[config.mk]
export PLATFORM = sky130hd
export DESIGN_NAME = gate_ctrl
export DESIGN_NICKNAME = d
export VERILOG_FILES = /design/src/rtl/traffic_pkg.sv /design/src/rtl/gate_pos_counter.sv /design/src/rtl/gate_ctrl.sv
export SDC_FILE = /design/constraint.sdc
export NUM_CORES = 1
export LEC_CHECK = 0
export CORE_UTILIZATION = 50
export CTS_CLUSTER_DIAMETER = 40
export DETAILED_ROUTE_END_ITERATION = 16
export PLACE_DENSITY = 0.84
export SLEW_MARGIN = 20
export SYNTH_ARGS = -nofsm -noshare
export SYNTH_HDL_FRONTEND = slang
export SYNTH_SLANG_ARGS = --single-unit
[constraint.sdc]
create_clock -name clk -period 5.4 [get_ports clk]
set_input_delay 0.81 -clock clk [delete_from_list [all_inputs] [get_ports clk]]
set_output_delay 0.81 -clock clk [all_outputs]
set_load 0.03 [all_outputs]
[src/rtl/traffic_pkg.sv]
// Codes shared between the traffic-light controller and its consumers
// (light states, barrier-gate states, and the position width).
package traffic_pkg;

   localparam int POS_W = 4;

   typedef enum logic [1:0] {
      LIGHT_RED    = 2'b00,
      LIGHT_GREEN  = 2'b01,
      LIGHT_YELLOW = 2'b10
   } light_e;

   typedef enum logic [2:0] {
      G_CLOSED  = 3'd0,
      G_OPENING = 3'd1,
      G_OPEN    = 3'd2,
      G_CLOSING = 3'd3,
      G_FAULT   = 3'd4
   } gate_state_e;

endpackage

[src/rtl/gate_pos_counter.sv]
// Tick-stepped barrier position: saturating up/down counter bounded to
// 0..MOVE_TICKS, holding when neither direction is requested.
module gate_pos_counter
   import traffic_pkg::*;
#(
   parameter int MOVE_TICKS = 3
) (
   input  logic             clk,
   input  logic             rst,
   input  logic             up_i,
   input  logic             down_i,
   output logic [POS_W-1:0] pos_o,
   output logic             at_top_o,
   output logic             at_bottom_o
);

   localparam logic [POS_W-1:0] TOP = POS_W'(MOVE_TICKS);

   logic [POS_W-1:0] pos_q, pos_d;

   always_comb begin
      pos_d = pos_q;
      if (up_i && (pos_q < TOP)) begin
         pos_d = pos_q + 1'b1;
      end else if (down_i && (pos_q != '0)) begin
         pos_d = pos_q - 1'b1;
      end
   end

   always_ff @(posedge clk) begin
      if (rst) begin
         pos_q <= '0;
      end else begin
         pos_q <= pos_d;
      end
   end

   assign pos_o       = pos_q;
   assign at_top_o    = (pos_q == TOP);
   assign at_bottom_o = (pos_q == '0);

endmodule

[src/rtl/gate_ctrl.sv]
// Barrier-gate controller: keeps the gate open only while the light is
// GREEN, reverses on obstacles and latches FAULT after repeated obstruction.
module gate_ctrl
   import traffic_pkg::*;
#(
   parameter int MOVE_TICKS = 3,
   parameter int MAX_RETRY  = 2,
   parameter int WARN_LEFT  = 2
) (
   input  logic             clk,
   input  logic             rst,
   input  logic             tick,
   input  logic [1:0]       light_state,
   input  logic [7:0]       time_left,
   input  logic             obstacle,
   input  logic             fault_clr,
   output logic             motor_up,
   output logic             motor_down,
   output logic             gate_open,
   output logic             gate_closed,
   output logic [POS_W-1:0] pos,
   output logic             beacon,
   output logic             fault,
   output logic [2:0]       gstate
);

   localparam logic [POS_W-1:0] TOP_M1 = POS_W'(MOVE_TICKS - 1);
   localparam logic [POS_W-1:0] ONE    = POS_W'(1);
   localparam logic [2:0]       MAX_R  = 3'(MAX_RETRY);
   localparam logic [7:0]       WARN   = 8'(WARN_LEFT);

   gate_state_e state_q, state_d;
   logic [2:0]  retry_q, retry_d;
   logic        reopen_q, reopen_d;
   logic        up_cmd, down_cmd;
   logic        at_top, at_bottom;
   logic        is_green;
   logic        beacon_d;

   logic motor_up_q, motor_down_q, gate_open_q, gate_closed_q, beacon_q, fault_q;

   assign is_green = (light_state == LIGHT_GREEN);

   gate_pos_counter #(.MOVE_TICKS(MOVE_TICKS)) u_pos (
      .clk         (clk),
      .rst         (rst),
      .up_i        (up_cmd),
      .down_i      (down_cmd),
      .pos_o       (pos),
      .at_top_o    (at_top),
      .at_bottom_o (at_bottom)
   );

   always_comb begin
      state_d  = state_q;
      retry_d  = retry_q;
      reopen_d = reopen_q;
      up_cmd   = 1'b0;
      down_cmd = 1'b0;
      unique case (state_q)
         G_CLOSED: begin
            if (is_green) begin
               state_d  = G_OPENING;
               reopen_d = 1'b0;
            end
         end
         G_OPENING: begin
            // A reopen after an obstacle must finish travel before obeying the light.
            if (!reopen_q && !is_green) begin
               state_d = G_CLOSING;
            end else if (tick) begin
               up_cmd = 1'b1;
               if (at_top || (pos == TOP_M1)) begin
                  state_d  = G_OPEN;
                  reopen_d = 1'b0;
               end
            end
         end
         G_OPEN: begin
            if (is_green) begin
               retry_d = '0;
            end else if (!obstacle) begin
               state_d = G_CLOSING;
            end
         end
         G_CLOSING: begin
            if (obstacle) begin
               if (retry_q < MAX_R) begin
                  state_d  = G_OPENING;
                  reopen_d = 1'b1;
                  retry_d  = retry_q + 3'd1;
               end else begin
                  state_d = G_FAULT;
               end
            end else if (is_green) begin
               state_d  = G_OPENING;
               reopen_d = 1'b0;
            end else if (tick) begin
               down_cmd = 1'b1;
               if (at_bottom || (pos == ONE)) begin
                  state_d = G_CLOSED;
                  retry_d = '0;
               end
            end
         end
         G_FAULT: begin
            if (fault_clr) begin
               state_d  = G_OPENING;
               reopen_d = 1'b1;
               retry_d  = '0;
            end
         end
         default: state_d = G_CLOSED;
      endcase
   end

   // Outputs are registered from next-state so they line up with pos/gstate.
   always_comb begin
      beacon_d = (state_d == G_OPENING) || (state_d == G_CLOSING) || (state_d == G_FAULT) ||
                 ((state_d == G_OPEN) && is_green && (time_left <= WARN));
   end

   always_ff @(posedge clk) begin
      if (rst) begin
         state_q       <= G_CLOSED;
         retry_q       <= '0;
         reopen_q      <= 1'b0;
         motor_up_q    <= 1'b0;
         motor_down_q  <= 1'b0;
         gate_open_q   <= 1'b0;
         gate_closed_q <= 1'b1;
         beacon_q      <= 1'b0;
         fault_q       <= 1'b0;
      end else begin
         state_q       <= state_d;
         retry_q       <= retry_d;
         reopen_q      <= reopen_d;
         motor_up_q    <= (state_d == G_OPENING);
         motor_down_q  <= (state_d == G_CLOSING);
         gate_open_q   <= (state_d == G_OPEN);
         gate_closed_q <= (state_d == G_CLOSED);
         beacon_q      <= beacon_d;
         fault_q       <= (state_d == G_FAULT);
      end
   end

   assign motor_up    = motor_up_q;
   assign motor_down  = motor_down_q;
   assign gate_open   = gate_open_q;
   assign gate_closed = gate_closed_q;
   assign beacon      = beacon_q;
   assign fault       = fault_q;
   assign gstate      = state_q;

endmodule

# --- Word-level counts from Yosys, hierarchy flattened ---
# Index checks and enable logic that the tools add are counted.
totals:
  input_bits: 15
  output_inout_bits: 13
  wordCells: 95
  reg_bits: 17
op_classes:
  mux: 37
  n_addsub: 3
  magnitude_cmp: 3
  n_eq_ne: 21
  reduce_logical: 21
ops:
  columns: ["op", "count"]
  rows:
  - ["2-to-1 mux 3 bit", 19]
  - ["one-hot mux 3 bit (5 select lines)", 1]
  - ["2-to-1 mux 1 bit", 13]
  - ["== test 3 x 2 -> 1 bit, second input constant", 4]
  - ["inequality test 3 bit, second input constant", 4]
  - ["inequality test 2 bit, second input constant", 5]
  - ["one-hot mux 3 bit (3 select lines)", 1]
  - ["== test 4 x 2 -> 1 bit, second input constant", 2]
  - ["less-or-equal comparator 8 x 2 -> 1 bit, second input constant", 1]
  - ["2-to-1 mux 4 bit", 2]
  - ["nonzero test 4 bit", 2]
  - ["AND reduction 7 bit", 1]
  - ["== test 3 x 1 -> 1 bit, second input constant", 2]
  - ["== test 3 bit, second input constant", 2]
  - ["zero test 3 bit", 2]
  - ["AND reduction 6 bit", 1]
  - ["logical AND 1 bit", 5]
  - ["logical OR 1 bit", 5]
  - ["adder 4 x 1 -> 4 bit, second input constant", 1]
  - ["== test 4 x 1 -> 1 bit, second input constant", 1]
  - ["zero test 4 bit", 1]
  - ["< comparator 4 x 2 -> 1 bit, second input constant", 1]
  - ["one-hot mux 1 bit (4 select lines)", 1]
  - ["subtractor 4 x 1 -> 4 bit, second input constant", 1]
  - ["6 further kinds", 7]

# --- Logic depth before layout (Yosys ltp) ---
# Gate-level depths: netlist of the first run.
logic_depth:
  depth_word: 11
  ltp_mapped: 7
  mapped_depth_nobuf: 7

# --- By module ---
# From an unflattened synthesis of the first run, not the netlist that was laid out.
unflattened:
  hier_cells: 110
  hier_area_um2: 1102.3
by_module_without_submodules:
  columns: ["mod", "seq_area_each_um2", "area_each_um2", "cells_each", "instances"]
  rows:
  - ["gate_ctrl", 260.2, 812.0, 83, 1]
  - ["gate_pos_counter", 80.1, 290.3, 27, 1]

# --- Worst setup path after synthesis of the first run ---
# OpenSTA, ideal clock, no wires.
synth_timing:
  kind: "register -> register"
  startpoint: "reg u_pos.pos_q[0], in the netlist u_pos.pos_o[0]"
  endpoint: "reg retry_q[1]"
  setup_ps: 115
  n_path_buf: 0
  period_less_slack_ps: 2071
  t_required_ps: 5285
  stages_incl_launch_ff: 8
  t_arrival_ps: 1956
  path_slack_ps: 3329
  cell_sequence: "dfxtp_1 -> inv_1 -> ha_1 -> or2_1 -> a311oi_1 -> o21ai_2 -> and4b_1 -> o21ba_1"
synth_between:
  elab_chain_cells: 4
  elab_cells_between_ends: 5
  cone_classes: "2 x eq/ne; 3 x reduce/logical"
synth_rtl:
  columns: ["element", "line", "source"]
  rows:
  - ["from (decl)", "gate_pos_counter.sv:19", "logic [POS_W-1:0] pos_q, pos_d;"]
  - ["from (signal assigned)", "gate_pos_counter.sv:34", "pos_q <= pos_d;"]
  - ["== test 4 x 1 -> 1 bit or zero test 4 bit (tied branches)", "gate_ctrl.sv:100, gate_pos_counter.sv:40", null]
  - ["logical OR 1 bit (*)", "gate_ctrl.sv:100", "if (at_bottom || (pos == ONE)) begin"]
  - ["inequality test 3 bit (no line) (*)", null, null]
  - ["AND reduction 7 bit (no line) (*)", null, null]
  - ["to (signal assigned)", "gate_ctrl.sv:136", "retry_q <= retry_d;"]
  - ["to (decl)", "gate_ctrl.sv:33", "logic [2:0] retry_q, retry_d;"]
# Every way passes the cells marked *; elsewhere a longest branch is shown, timed or not.
# A chain may end at the register's enable or synchronous reset.

# --- Worst setup path in the final report of the first run ---
layout_timing:
  startpoint: "in light_state[0]"
  endpoint: "reg beacon_q, in the netlist beacon"
layout_between:
  elab_chain_cells: 9
  elab_cells_between_ends: 18
  cone_classes: "5 x eq/ne; 6 x mux; 7 x reduce/logical"
layout_rtl:
  columns: ["element", "line", "source"]
  rows:
  - ["from (decl)", "gate_ctrl.sv:13", "input logic [1:0] light_state,"]
  - ["== test 2 x 1 -> 1 bit (*)", "gate_ctrl.sv:42", "assign is_green = (light_state == LIGHT_GREEN);"]
  - ["zero test 1 bit", "gate_ctrl.sv:69", "if (!reopen_q && !is_green) begin"]
  - ["logical AND 1 bit", "gate_ctrl.sv:69", null]
  - ["2-to-1 mux 3 bit", "gate_ctrl.sv:69", null]
  - ["one-hot mux 3 bit (5 select lines)", "gate_ctrl.sv:60", "unique case (state_q)"]
  - ["== test 3 x 1 -> 1 bit (tied with other cells)", "gate_ctrl.sv:119", "beacon_d = (state_d == G_OPENING) || (state_d == G_CLOSING) || (state_d == G_FAULT) ||"]
  - ["logical OR 1 bit or logical AND 1 bit (tied branches) (2 in series)", "gate_ctrl.sv:119, gate_ctrl.sv:120", null]
  - ["logical OR 1 bit (*)", "gate_ctrl.sv:119", null]
  - ["to (signal assigned)", "gate_ctrl.sv:142", "beacon_q <= beacon_d;"]
  - ["to (decl)", "gate_ctrl.sv:40", "logic motor_up_q, motor_down_q, gate_open_q, gate_closed_q, beacon_q, fault_q;"]
# Marks and branches as above.

==> results.sh, run 1 <==
export IMPL_syn_area_per_cell_sq_um=8.63
export IMPL_placed_cells=161
export IMPL_required_ns=5.58
export IMPL_fill_cells=161
export IMPL_nNetsFinal=161
export IMPL_rsz0062_at_grt="no"
export IMPL_leakagePower_uw=0.000467
export IMPL_die_x_um=46.5
export IMPL_drt_pass1_iter_count=4
export IMPL_crit_slowest_cell="a222oi_1"
export IMPL_post_layout_nonfiller_instances=165
export IMPL_swShare_pct=30.2
export IMPL_critical_path_endpoint_type="flip-flop"
export IMPL_drv_cap=0
export IMPL_setup_viol=0
export IMPL_start_util_pct=55.1
export IMPL_timing_setup_tns_ns=0
export IMPL_finalCriticalPeriod_ns=2.71
export IMPL_numCtsBuffers=3
export IMPL_placeableCoreArea_sq_mm=0.00180
export IMPL_p_switching_uw=84.1
export IMPL_p_int_uw=194
export IMPL_antenna_cells=0
export IMPL_ys_seq_elements=17
export IMPL_worst_pin_slew_ns=0.840
export IMPL_num_rows=15
export IMPL_outcome="finished clean"
export IMPL_fp_dieH_um=46.5
export IMPL_clkTransAtPathRegs_ns=0.09
export IMPL_drt_initial_drc_count=31
export IMPL_synth_largest_area_cell="dfxtp_1"
export IMPL_min_period_over_period_pct=50.2
export IMPL_cts_buffer_depth=2
export IMPL_ant_nets=0
export IMPL_relSlewSlack_pct=43.7
export IMPL_arrival_ns=2.89
export IMPL_clock_sinks=17
export IMPL_synth_cell_types=47
export IMPL_cts_hold_buf=0
export IMPL_wl_per_cell_um=15.2
export IMPL_peakVddDrop_v=0.000150
export IMPL_yosys_cell_count_top_type="dfxtp_1"
export IMPL_port_buffers=27
export IMPL_num_vias=988
export IMPL_worstPathCellList="clkdlybuf4s50_1 -> nor2b_1 -> nor3_2 -> a222oi_1 -> nor2_1 -> a31o_1"
export IMPL_hold_path_class="reg2reg"
export IMPL_yosys_warnings=0
export IMPL_cp_max_fo=7
export IMPL_grt_use_total_pct=24.8
export IMPL_post_dp_cell_area_sq_mm=0.00127
export IMPL_cts_resized_gates=0
export IMPL_combPwrFrac_pct=26.4
export IMPL_synth_top_area_share_pct=34.3
export IMPL_insertion_delay_ns=0.29
export IMPL_remaining_drc_errors=0
export IMPL_crit_type="in2reg"
export IMPL_synth_main_ff_cell="dfxtp_1"
export IMPL_synth_top_cells_by_area="dfxtp_1 (34%), ha_1 (6.3%), nor2_1 (4.2%), nand2b_1 (3.2%), inv_1 (2.6%)"
export IMPL_root_buffer="clkbuf_4"
export IMPL_htree_num_levels=1
export IMPL_wl_mm=2.50
export IMPL_place_gp_congestion=0.876
export IMPL_hpwl_mm=1.88
export IMPL_clkPwrFrac_pct=24.0
export IMPL_grt_max_degree=18
export IMPL_die_area_sq_mm=0.00217
export IMPL_hold_violations=0
export IMPL_synth_edf_count=0
export IMPL_ys_top_cells_by_count="dfxtp_1 (17), nor2_1 (11), inv_1 (7)"
export IMPL_syn_inst=115
export IMPL_grt_pass1_vias=901
export IMPL_synthArstFlopShare_pct=0
export IMPL_stdcell_area_sq_mm=0.00129
export IMPL_grt_pass1_wl_mm=3.78
export IMPL_fin_worst_skew_ns=0.00627
export IMPL_synth_fp_nets=135
export IMPL_syn_to_final_growth_pct=30.3
export IMPL_grt_overflow_total=0
export IMPL_start_kind="input pin"
export IMPL_slew_viol_final=0
export IMPL_p_seq_share_pct=49.6
export IMPL_synth_area_sq_um=992
export IMPL_total_power_uw=278
export IMPL_seq_area_frac_synth_pct=34.3
export IMPL_io_pins=28
export IMPL_p_per_area_mw_per_mm2=215
export IMPL_cts_tree="built"
export IMPL_drive_gt1_share_pct=5.71
export IMPL_viasPerCell=5.99
export IMPL_cts_setup_buffers=0
export IMPL_timing_fmax_ghz=0.369
export IMPL_critPathMaxStageDelay_ns=0.61
export IMPL_antenna_found_initial=0
==> cells by family after synthesis <==
logic type,share of synthesized area (%)
AND/OR/NAND/NOR,26.6
AO/OA/AOI/OAI,23.7
flip-flops,34.3
buffers and inverters,5.42
adder cells (fa/ha/maj),6.31
XOR/XNOR,2.65
multiplexers,1.01
==> per-layer routing <==
| layer | wire, um | track usage (%) |
|---|---|---|
| met1 | 1020 | 27.2 |
| met2 | 1340 | 45.3 |
| met3 | 135 | 7.06 |
| met4 | 10 | 7.06 |
| met5 | 0 | 0 |
==> sequential cells by signal (all words and copies together) (netlist names) <==
| signal | flops |
|---|---|
| gate_closed | 1 |
| fault | 1 |
| beacon | 1 |
| reopen_q | 1 |
| motor_down | 1 |
| gstate | 3 |
| gate_open | 1 |
| retry_q | 3 |
| motor_up | 1 |
| u_pos.pos_o | 4 |
==> area by class of cell <==
class / count / area (sq um) / area share [%]
multi-input combinational: 85 / 598 / 46.3
inverter: 7 / 26.3 / 2.03
timing repair buffer: 27 / 270 / 20.9
sequential: 17 / 340 / 26.3
clock buffer: 4 / 26.3 / 2.03
tap: 25 / 31.3 / 2.42
==> power by group through the flow <==
stage / Clock [uW] / Combinational [uW] / Sequential, uW
finish: 66.6 / 73.5 / 138
detailed placement: 0 / 72.7 / 141
floorplan: 0 / 31.6 / 151
global route: 72.7 / 78.6 / 139
global placement: 0 / 71.3 / 141
CTS: 66.3 / 73.3 / 138
==> through the flow <==
step / hold slack [ns] / util [%] / setup WS, ns
after floorplan: 0.517 / - / 3.33
after global placement: 0.528 / 70.3 / 2.44
after detailed placement: 0.568 / 70.3 / 2.43
after CTS: 0.581 / 71.7 / 2.72
after global routing: 0.604 / 71.7 / 2.50
final: 0.572 / 71.7 / 2.69
==> critical path: cells and delay by family <==
family                 cells  cell delay (ns)
buffers and inverters      1             0.48
AO/OA/AOI/OAI              2             0.81
AND/OR/NAND/NOR            3             0.78
==> layout by cell type, fill, tap and decap left out, types with 2 or more instances in the layout <==
master,synthesis,final
a31oi_1,4,4
inv_1,7,7
a311oi_1,2,2
nand3_1,5,5
nor2_1,11,11
a21oi_1,3,3
nand2_1,4,4
o21ai_0,2,2
o2111ai_1,2,2
o211ai_1,2,2
ha_1,5,5
nand2b_1,5,5
dfxtp_1,17,17
nor4_1,2,2
a31o_1,3,3
clkdlybuf4s50_1,0,27
and2_1,2,2
nor3_1,5,5
xor2_1,2,2
clkbuf_4,0,3
nand3b_1,2,2
==> worst paths after layout <==
| kind | start | end | slack (ns) | cells after the start |
|---|---|---|---|---|
| worst min-delay path | retry_q[2] | retry_q[2] | 0.57 | 2 |
| worst min register to register | retry_q[2] | retry_q[2] | 0.57 | 2 |
| worst max-delay path | light_state[0] | beacon | 2.69 | 6 |
| worst max register to register | gstate[2] | retry_q[1] | 3.31 | 5 |
(Power assumes the default switching activity.)
==> run 2, diff against run 1 <==
CORE_UTILIZATION = 46   (was 50)
PLACE_DENSITY = 0.78   (was 0.84)
clock period = 2.52 ns   (was 5.4 ns; I/O delays follow)
==> results.sh, run 2 (synthesized netlist as in run 1, its figures left out) <==
export IMPL_outcome="finished clean"
export IMPL_critical_path_top_delay_family="compound AO/OA/AOI/OAI gates"
export IMPL_hpwl_mm=1.87
export IMPL_r2r_end="retry_q[1]"
export IMPL_post_place_ws_ns=0.289
export IMPL_port_buffers=27
export IMPL_cts_buffer_depth=2
export IMPL_io_pins=28
export IMPL_drt_initial_drc_count=34
export IMPL_largest_reg_flops=4
export IMPL_wl_mm=2.39
export IMPL_min_from="retry_q[2]"
export IMPL_start_util_pct=49.6
export IMPL_min_path_cells=2
export IMPL_numCtsBuffers=3
export IMPL_insertion_delay_ns=0.29
export IMPL_placed_cells=165
export IMPL_hold_violations=0
export IMPL_final_cell_mix="clkdlybuf4s50_1 (27), dfxtp_1 (17), nor2_1 (11)"
export IMPL_syn_to_final_growth_pct=32.2
export IMPL_p_per_area_mw_per_mm2=455
export IMPL_crit_buf_inv=1
export IMPL_cp_max_fo=6
export IMPL_cts_setup_buffers=0
export IMPL_drv_cap=0
export IMPL_grt_use_total_pct=21.7
export IMPL_timing_setup_tns_ns=0
export IMPL_num_vias=947
export IMPL_ant_nets=0
export IMPL_drive_gt1_share_pct=7.75
export IMPL_rsz0062_at_grt="no"
export IMPL_clkTransAtPathRegs_ns=0.10
export IMPL_finalCriticalPeriod_ns=2.03
export IMPL_arrival_ns=2.22
export IMPL_viasPerCell=5.60
export IMPL_remaining_drc_errors=0
export IMPL_antenna_found_initial=0
export IMPL_nNetsFinal=163
export IMPL_setup_viol=0
export IMPL_worstPathCellList="inv_1 -> ha_1 -> or2_1 -> a311oi_1 -> o21ai_2 -> and4b_1 -> o21ba_1"
export IMPL_cts_hold_buf=0
export IMPL_fin_worst_skew_ns=0.00611
export IMPL_grt_pass1_vias=914
export IMPL_place_gp_congestion=0.809
export IMPL_grt_max_degree=18
export IMPL_cts_tree="built"
export IMPL_fill_cells=169
export IMPL_clock_sinks=17
export IMPL_crit_type="reg2reg"
export IMPL_die_area_sq_mm=0.00235
export IMPL_cts_resized_gates=0
export IMPL_timing_rr_start="u_pos.pos_o[0]"
export IMPL_multi_input_area_sq_um=598
export IMPL_min_period_over_period_pct=80.8
export IMPL_peakVddDrop_v=0.000354
export IMPL_slew_viol_final=0
export IMPL_crit_slowest_cell="dfxtp_1"
export IMPL_start_kind="flip-flop"
export IMPL_worst_pin_slew_ns=0.582
export IMPL_reg2reg_slack_ns=0.49
export IMPL_min_to="retry_q[2]"
export IMPL_final_common_cell="clkdlybuf4s50_1"
export IMPL_leakagePower_uw=0.000479
export IMPL_required_ns=2.71
export IMPL_post_layout_nonfiller_instances=169
export IMPL_wl_per_cell_um=14.1
export IMPL_htree_num_levels=1
export IMPL_critical_path_endpoint_type="flip-flop"
export IMPL_die_x_um=48.4
export IMPL_hold_path_class="reg2reg"
export IMPL_grt_overflow_total=0
export IMPL_antenna_cells=0
export IMPL_drt_pass1_iter_count=5
export IMPL_critPathMaxStageDelay_ns=0.43
export IMPL_root_buffer="clkbuf_4"
export IMPL_grt_pass1_wl_mm=3.99
export IMPL_worst_slack_ns=0.485
export IMPL_timing_fmax_ghz=0.491
export IMPL_seq_area_sq_um=340
export IMPL_placeableCoreArea_sq_mm=0.00200
export IMPL_num_rows=16
export IMPL_fp_dieH_um=48.4
export IMPL_relSlewSlack_pct=61.0
export IMPL_worst_r2r_cell_count=7
## run 2: how the worst max path moves through the flow
stage / startpoint / endpoint / slack (ns) / depth (start not counted)
5_1_grt: u_pos.pos_o[0] / retry_q[1] / 0.34 / 7
2_1_floorplan: u_pos.pos_o[0] / retry_q[1] / 0.45 / 7
3_5_place_dp: tick / beacon / 0.29 / 6
4_1_cts: u_pos.pos_o[0] / retry_q[1] / 0.47 / 7
3_3_place_gp: tick / gate_closed / 0.37 / 6
6_report: u_pos.pos_o[0] / retry_q[1] / 0.49 / 7
## run 2: cell type report
type,instances,share of cell area (%)
multi-input cells,85,45.6
flip-flops and latches,17,26.0
repair buffers,29,21.8
well taps,27,2.58
inverters,7,2.00
clock buffers,3,1.72
clock inverters,1,0.382
## run 2: through the flow
step           instance area, sq um  utilization [%]  hold slack, ns  total power (uW)
5_1_grt                        1310             65.5           0.598               627
4_1_cts                        1310             65.5           0.565               601
2_1_floorplan                   992                -           0.517               392
3_3_place_gp                   1280             64.1           0.531               453
3_5_place_dp                   1280             64.1           0.553               456
6_report                       1310             65.5           0.561               597
## run 2: per-layer routing
| layer | vias up | global-route usage [%] | part of all wire, % |
|---|---|---|---|
| met4 | 0 | 4.41 | 0.59 |
| li1 | 475 | - | - |
| met5 | - | 0 | 0 |
| met2 | 29 | 42.3 | 52 |
| met1 | 441 | 23.2 | 42 |
| met3 | 2 | 5.97 | 4.8 |
## run 2: where the power goes
| group | internal [uW] | leakage (uW) | switching (uW) | total (uW) |
|---|---|---|---|---|
| sequential | 283 | 0.000138 | 12.6 | 295 |
| combinational | 72.5 | 0.000323 | 83.5 | 156 |
| clock | 59.0 | 0.0000177 | 86.4 | 145 |
| total | 414 | 0.000479 | 183 | 597 |
## run 2: worst register-to-register path, stage by stage, from the launching register on
cell	delay, ns
dfxtp_1	0.43
inv_1	0.12
ha_1	0.25
or2_1	0.28
a311oi_1	0.34
o21ai_2	0.16
and4b_1	0.19
o21ba_1	0.16
